==> src/rtl/mem_arbiter.sv <==
// Two-master round-robin arbiter in front of a single-port synchronous RAM.
// Supports per-master lock with a bounded hold window; routes read data back.
module mem_arbiter #(
    parameter int ADDR_W   = 32,
    parameter int DATA_W   = 32,
    parameter int MAX_HOLD = 8
) (
    input  logic              clk,
    input  logic              reset,
    input  logic              m0_req,
    input  logic              m0_we,
    input  logic              m0_lock,
    input  logic [ADDR_W-1:0] m0_addr,
    input  logic [DATA_W-1:0] m0_wd,
    output logic              m0_gnt,
    output logic              m0_rvalid,
    output logic [DATA_W-1:0] m0_rd,
    input  logic              m1_req,
    input  logic              m1_we,
    input  logic              m1_lock,
    input  logic [ADDR_W-1:0] m1_addr,
    input  logic [DATA_W-1:0] m1_wd,
    output logic              m1_gnt,
    output logic              m1_rvalid,
    output logic [DATA_W-1:0] m1_rd,
    output logic              ram_we,
    output logic [ADDR_W-1:0] ram_addr,
    output logic [DATA_W-1:0] ram_wd,
    input  logic [DATA_W-1:0] ram_rd
);

    typedef enum logic [1:0] {
        IDLE = 2'd0,
        OWN0 = 2'd1,
        OWN1 = 2'd2
    } state_t;

    localparam int HOLD_W = (MAX_HOLD > 1) ? $clog2(MAX_HOLD) : 1;
    localparam logic [HOLD_W-1:0] HOLD_LAST = HOLD_W'(MAX_HOLD - 1);

    state_t            state_q, state_d;
    logic              last_q, last_d;
    logic [HOLD_W-1:0] hold_cnt_q, hold_cnt_d;
    logic              resp_pend_q, resp_pend_d;
    logic              resp_id_q, resp_id_d;

    logic   gnt0, gnt1;
    logic   cur_id, cur_req, cur_lock, oth_req;
    state_t oth_state;

    // Beat qualification and RAM port mux; reset blocks any beat
    always_comb begin
        gnt0     = (state_q == OWN0) & m0_req & ~reset;
        gnt1     = (state_q == OWN1) & m1_req & ~reset;
        ram_we   = (gnt0 & m0_we) | (gnt1 & m1_we);
        ram_addr = '0;
        ram_wd   = '0;
        if (gnt0) begin
            ram_addr = m0_addr;
            ram_wd   = m0_wd;
        end else if (gnt1) begin
            ram_addr = m1_addr;
            ram_wd   = m1_wd;
        end
    end

    assign m0_gnt = gnt0;
    assign m1_gnt = gnt1;

    // Read data goes to whichever master issued the read last cycle
    always_comb begin
        m0_rvalid = resp_pend_q & ~resp_id_q & ~reset;
        m1_rvalid = resp_pend_q & resp_id_q & ~reset;
        m0_rd     = m0_rvalid ? ram_rd : '0;
        m1_rd     = m1_rvalid ? ram_rd : '0;
    end

    // Ownership, hold window and response tracking next-state
    always_comb begin
        state_d     = state_q;
        last_d      = last_q;
        hold_cnt_d  = hold_cnt_q;
        resp_pend_d = (gnt0 & ~m0_we) | (gnt1 & ~m1_we);
        resp_id_d   = gnt1 ? 1'b1 : (gnt0 ? 1'b0 : resp_id_q);
        cur_id      = (state_q == OWN1);
        cur_req     = cur_id ? m1_req : m0_req;
        cur_lock    = cur_id ? m1_lock : m0_lock;
        oth_req     = cur_id ? m0_req : m1_req;
        oth_state   = cur_id ? OWN0 : OWN1;
        unique case (state_q)
            IDLE: begin
                if (m0_req && m1_req) begin
                    state_d = last_q ? OWN0 : OWN1;
                end else if (m0_req) begin
                    state_d = OWN0;
                end else if (m1_req) begin
                    state_d = OWN1;
                end
            end
            OWN0, OWN1: begin
                if (!cur_req) begin
                    state_d    = oth_req ? oth_state : IDLE;
                    last_d     = cur_id;
                    hold_cnt_d = '0;
                end else if (oth_req) begin
                    if (cur_lock && hold_cnt_q != HOLD_LAST) begin
                        hold_cnt_d = hold_cnt_q + 1'b1;
                    end else begin
                        state_d    = oth_state;
                        last_d     = cur_id;
                        hold_cnt_d = '0;
                    end
                end else begin
                    hold_cnt_d = '0;
                end
            end
            default: begin
                state_d    = IDLE;
                hold_cnt_d = '0;
            end
        endcase
    end

    // State registers; reset drops ownership and any pending response
    always_ff @(posedge clk) begin
        if (reset) begin
            state_q     <= IDLE;
            last_q      <= 1'b1;
            hold_cnt_q  <= '0;
            resp_pend_q <= 1'b0;
            resp_id_q   <= 1'b0;
        end else begin
            state_q     <= state_d;
            last_q      <= last_d;
            hold_cnt_q  <= hold_cnt_d;
            resp_pend_q <= resp_pend_d;
            resp_id_q   <= resp_id_d;
        end
    end

endmodule

==> config.mk <==
export PLATFORM = sky130hd
export DESIGN_NAME = mem_arbiter
export DESIGN_NICKNAME = d
export VERILOG_FILES = /design/src/rtl/mem_arbiter.sv
export SDC_FILE = /design/constraint.sdc
export NUM_CORES = 1
export LEC_CHECK = 0
export ABC_CLOCK_PERIOD_IN_PS = 5250
export BUFFER_PORTS_ARGS = -buffer_cell sky130_fd_sc_hd__buf_2
export CORE_AREA = 10 10 108 110
export DETAILED_ROUTE_END_ITERATION = 10
export DIE_AREA = 0 0 118 120
export HOLD_SLACK_MARGIN = 0.06
export PLACE_DENSITY = 0.65
export SETUP_SLACK_MARGIN = 0.3
export SLEW_MARGIN = 20
export SYNTH_ARGS = -nofsm -noshare
export SYNTH_HDL_FRONTEND = slang
export SYNTH_SLANG_ARGS = --single-unit
export TNS_END_PERCENT = 100
==> constraint.sdc <==
create_clock -name clk -period 5.25 [get_ports clk]
set_input_delay 1.3125 -clock clk [delete_from_list [all_inputs] [get_ports clk]]
set_output_delay 1.3125 -clock clk [all_outputs]
set_load 0.02 [all_outputs]
-- Word level (Yosys, flattened, before mapping)
Cells that the tools add are included.
- output and inout bits: 133
- bits of input ports: 168
- register bits: 8
- ROM bits: 0
- RAM bits: 0
- memories kept: 0
- latch bits: 0
- $lt $le $gt $ge: 0
- mux-type cells: 28
- div/mod/pow operators: 0
- equal/unequal tests: 8
- shift operators: 0
- multipliers: 0
- bitwise gates (word level): 18
- reduce and logical (&&, ||, !) cells: 7
- add/sub/neg operators: 1
- operators with widths (kind ; count):
    32-bit two-way mux ; 6
    2-bit two-way mux ; 9
    1-bit bitwise AND ; 12
    3-bit two-way mux ; 3
    3-bit != test, second input constant ; 3
    1-bit two-way mux ; 8
    3-bit one-hot mux with 2 select lines ; 1
    3-bit AND reduction ; 2
    4-bit != test, second input constant ; 1
    1-bit inverter ; 4
    2-bit one-hot mux with 2 select lines ; 1
    3-bit by 1-bit adder with 3-bit output, second input constant ; 1
    2-bit by 1-bit == test with 1-bit output, second input constant ; 1
    2-bit == test, second input constant ; 1
    1-bit logical AND ; 2
    2-bit zero test ; 1
    2-bit by 1-bit != test with 1-bit output, second input constant ; 1
    2-bit != test, second input constant ; 1
    1-bit OR ; 2
    2-bit nonzero test ; 1
    2-bit OR reduction ; 1

-- Logic depth before layout (Yosys ltp)
- depth in word-level cells: 7
- gate-level depth with buffers: 7
- depth with buffers taken out: 6

-- Worst setup path after synthesis
OpenSTA, ideal clock, no wires.
- kind: input to output
- from: input m0_req
- to: output ram_addr[25]
- buffers on the path: 3
- slack: 1466 ps
- arrival: 2471 ps
- data required time: 3938 ps
- stages: 6
- cell sequence: buf_2 nand2_1 nor2_1 buf_2 clkbuf_1 a22o_1
- word-level cells in the longest chain between the ends: 3
- RTL lines (item ; RTL line ; text):
    start, declared ; 10 ; input logic m0_req,
    1-bit bitwise AND (2 in series) ; 53 ; gnt0 = (state_q == OWN0) & m0_req & ~reset;
    32-bit two-way mux ; 58 ; if (gnt0) begin
    end, declared ; 27 ; output logic [ADDR_W-1:0] ram_addr,
Every way passes these cells.

-- Worst setup path in the final report
- from: input reset
- to: output ram_wd[21]
- word-level cells in the longest chain between the ends: 4
- RTL lines (item ; RTL line ; text):
    start, declared ; 9 ; input logic reset,
    1-bit inverter (*) ; 53, 54 ;
    1-bit bitwise AND ; 54 ; gnt1 = (state_q == OWN1) & m1_req & ~reset;
    32-bit two-way mux ; 61 ; end else if (gnt1) begin
    32-bit two-way mux (*) ; 58 ;
    end, declared ; 28 ; output logic [DATA_W-1:0] ram_wd,
Every way passes the cells marked *; elsewhere a longest branch is shown, timed or not.

==> metrics.csv <==
metric,value,unit
outcome,finished clean,
Cells after DPL,635,
Total GRT Usage,15.2,%
Die W,118,µm
top layer used by detailed routing,met5,
Worst Skew,0.00419,ns
WL met2,5880,µm
Pwr Total,583,µW
Power Density,176,mW/mm²
vias in the first global route,3019,
proportion of synthesized area in mux cells,1.81,%
setup tns final,0,ns
Reg area,160,µm²
Avg Inst Size Synth,7.87,µm²
Setup WS post-layout,0.961,ns
Final Non-Filler Cells,638,
worst-path fanout max,64,
startpoint types,primary input,
nets,682,
DR vias,2936,
critical path's largest stage delay,0.51,ns
DRT antenna net count,0,
Fill cells,1020,
Die Ht,120,µm
post-CTS sizing,0,
Cell Rows,36,
CTS Sinks,8,
Yosys Warn Count,0,
CTS Buf Count,3,
H-tree Lvls,1,
unrepaired setup endpoints after global routing,no,
Syn Inst Count,220,
VDD IR max,93.4,µV
leakage,2.10,nW
Setup crit end kind,output pin,
critical path data arrival time,2.98,ns
endpoints failing setup,0,
HPWL after DPL,11000,µm
Post-Place Worst Slack,0.938,ns
global-route wire length before repair,17500,µm
number of detailed-route iterations in the first pass,4,
ant diodes,0,
input/output buffers,300,
number of DRC markers in iteration 0,171,
Worst path most repeated cell,buf_2,
Final Hold Viols,0,
syn_nets,395,
met1 wire length,4430,µm
final number of max-transition violations,0,
CTS Hold Bufs,0,
total wire length,12200,µm
core area,0.00955,mm²
register bit total from synthesis,8,
xor/xnor cell area share of the yosys netlist,0,%
worst path cell trace,buf_2 > or2_4 > a21oi_4 > buf_4 > a22o_1 > buf_2,
GPL Wtd Cong,0.837,
most frequent cells in the layout,"buf_2, a22o_1, and2_1",
clock buffer depth,2,
Post-route DRC,0,
"Reg clk slew, reported paths",0.04,ns
Slew HR,41.9,%
max cap viols,0,
"commonest non-fill, non-tap cell in the layout",buf_2,
post-synthesis compound-gate area fraction,41.8,%
crit path buf inv count,3,
TritonCTS clock tree,yes,
Critical Path Slowest Stage Cell,buf_4,
Hold WC Path Type,reg -> reg,
fmax,233,MHz
layout cells sized above 1,61.8,%
mapped cell area,0.00173,mm²
routed wire length on met3,1760,µm
"Req. time, crit path",3.94,ns
wire per inst,19.2,µm
critical path type,in -> out,
clock latency at the later pin of the worst-skew pair,0.23,ns
part of the cycle the worst path needs,81.7,%
"Min Clock Period, post-route",4.29,ns
Area growth syn-to-layout,92.0,%
Post-Synth Adder-Cell Area,5.06,%
post-synthesis sequential area ratio,9.26,%
total gr overflow,0,
DIE AREA,0.0142,mm²
worst slew pin tran,0.872,ns
antenna violations before repair,1,
cell family contributing the most delay on the critical path,buffers and inverters,
largest net degree at the start of global routing,65,
Post CTS Setup Buffer Count,0,
clock root cell,clkbuf_8,
number of distinct library cells after synthesis,34,
Initial Util,18.1,%
num ports,301,
largest family of logic cells by synthesized area,compound AO/OA/AOI/OAI gates,
area of the multi-input gates,0.00141,mm²
Post-Synth Simple-Gate Area,32.2,%
Via-to-Cell Ratio,4.60,
[worst min-delay path: stages, from the launching register on]
cell and delay (ns):
dfxtp_1 0.30, nand2_1 0.05, a21oi_1 0.05
[power by group]
part           switching (mW)  internal (mW)
Combinational           0.244          0.180
Clock                  0.0272         0.0499
Sequential            0.00942         0.0726
[logic make-up (layout without fill, tap and decap cells)]
group / Yosys count / count (layout)
compound gates: 85 / 85
fa+ha+maj: 7 / 7
buf+inv: 26 / 311
flops: 8 / 8
mux: 3 / 3
simple gates: 91 / 91
[path summary, 6_finish.rpt]
path,from,endpoint,slack (ns),depth (start not counted)
setup / recovery,reset,ram_wd[21],0.96,6
hold / removal,hold_cnt_q[2],hold_cnt_q[2],0.46,2
setup reg to reg,state_q[0],hold_cnt_q[1],3.38,6
hold reg to reg,hold_cnt_q[2],hold_cnt_q[2],0.46,2
[metrics by stage]
step | hold WS (ns) | cell area [µm²] | util (%)
global route | 0.485 | 3320 | 34.8
floorplan | 0.441 | 1730 | -
CTS | 0.464 | 3320 | 34.8
finish | 0.459 | 3320 | 34.8
detailed placement | 0.458 | 3280 | 34.4
global placement | 0.451 | 3280 | 34.4
[area by class of cell]
cell class                      count  share of cell area [%]
Timing Repair Buffer              303                    45.9
Sequential cell                     8                    4.82
Multi-Input combinational cell    186                    42.5
Clock buffer                        3                    1.24
Tap cell                          133                    5.01
Inverter                            5                   0.565
[cell usage after synthesis, drive strengths merged]
master	number	area share, %
a211o	1	0.51
clkbuf	10	2.2
a21oi	5	2.1
a22o	65	33
o211ai	4	1.7
nand2b	6	2.2
nor2	4	0.87
or2	1	0.51
o21a	1	0.43
nand3	2	0.58
a21boi	4	1.7
nor3b	2	0.87
nand2	6	1.4
and2	65	23
mux2	1	0.65
nand3b	1	0.43
a311o	1	0.58
inv	5	1.1
a32oi	1	0.51
dfxtp	8	9.3
o221ai	1	0.51
nor2b	1	0.36
nor4b	1	0.51
o32ai	1	0.51
ha	7	5.1
buf	11	6.7
mux2i	2	1.2
o21ai	1	0.29
and3b	1	0.51
or2b	1	0.43
[state kept, by name, summed over array words and instances (netlist names)]
| name | count |
|---|---|
| state_q | 2 |
| resp_pend_q | 1 |
| last_q | 1 |
| resp_id_q | 1 |
| hold_cnt_q | 3 |
[metal layers]
layer	track usage (%)	vias up
met5	0	-
met4	3.25	2
met3	8.11	14
met2	25.7	202
met1	16.6	1332
li1	-	1386
(Power assumes the default switching activity.)
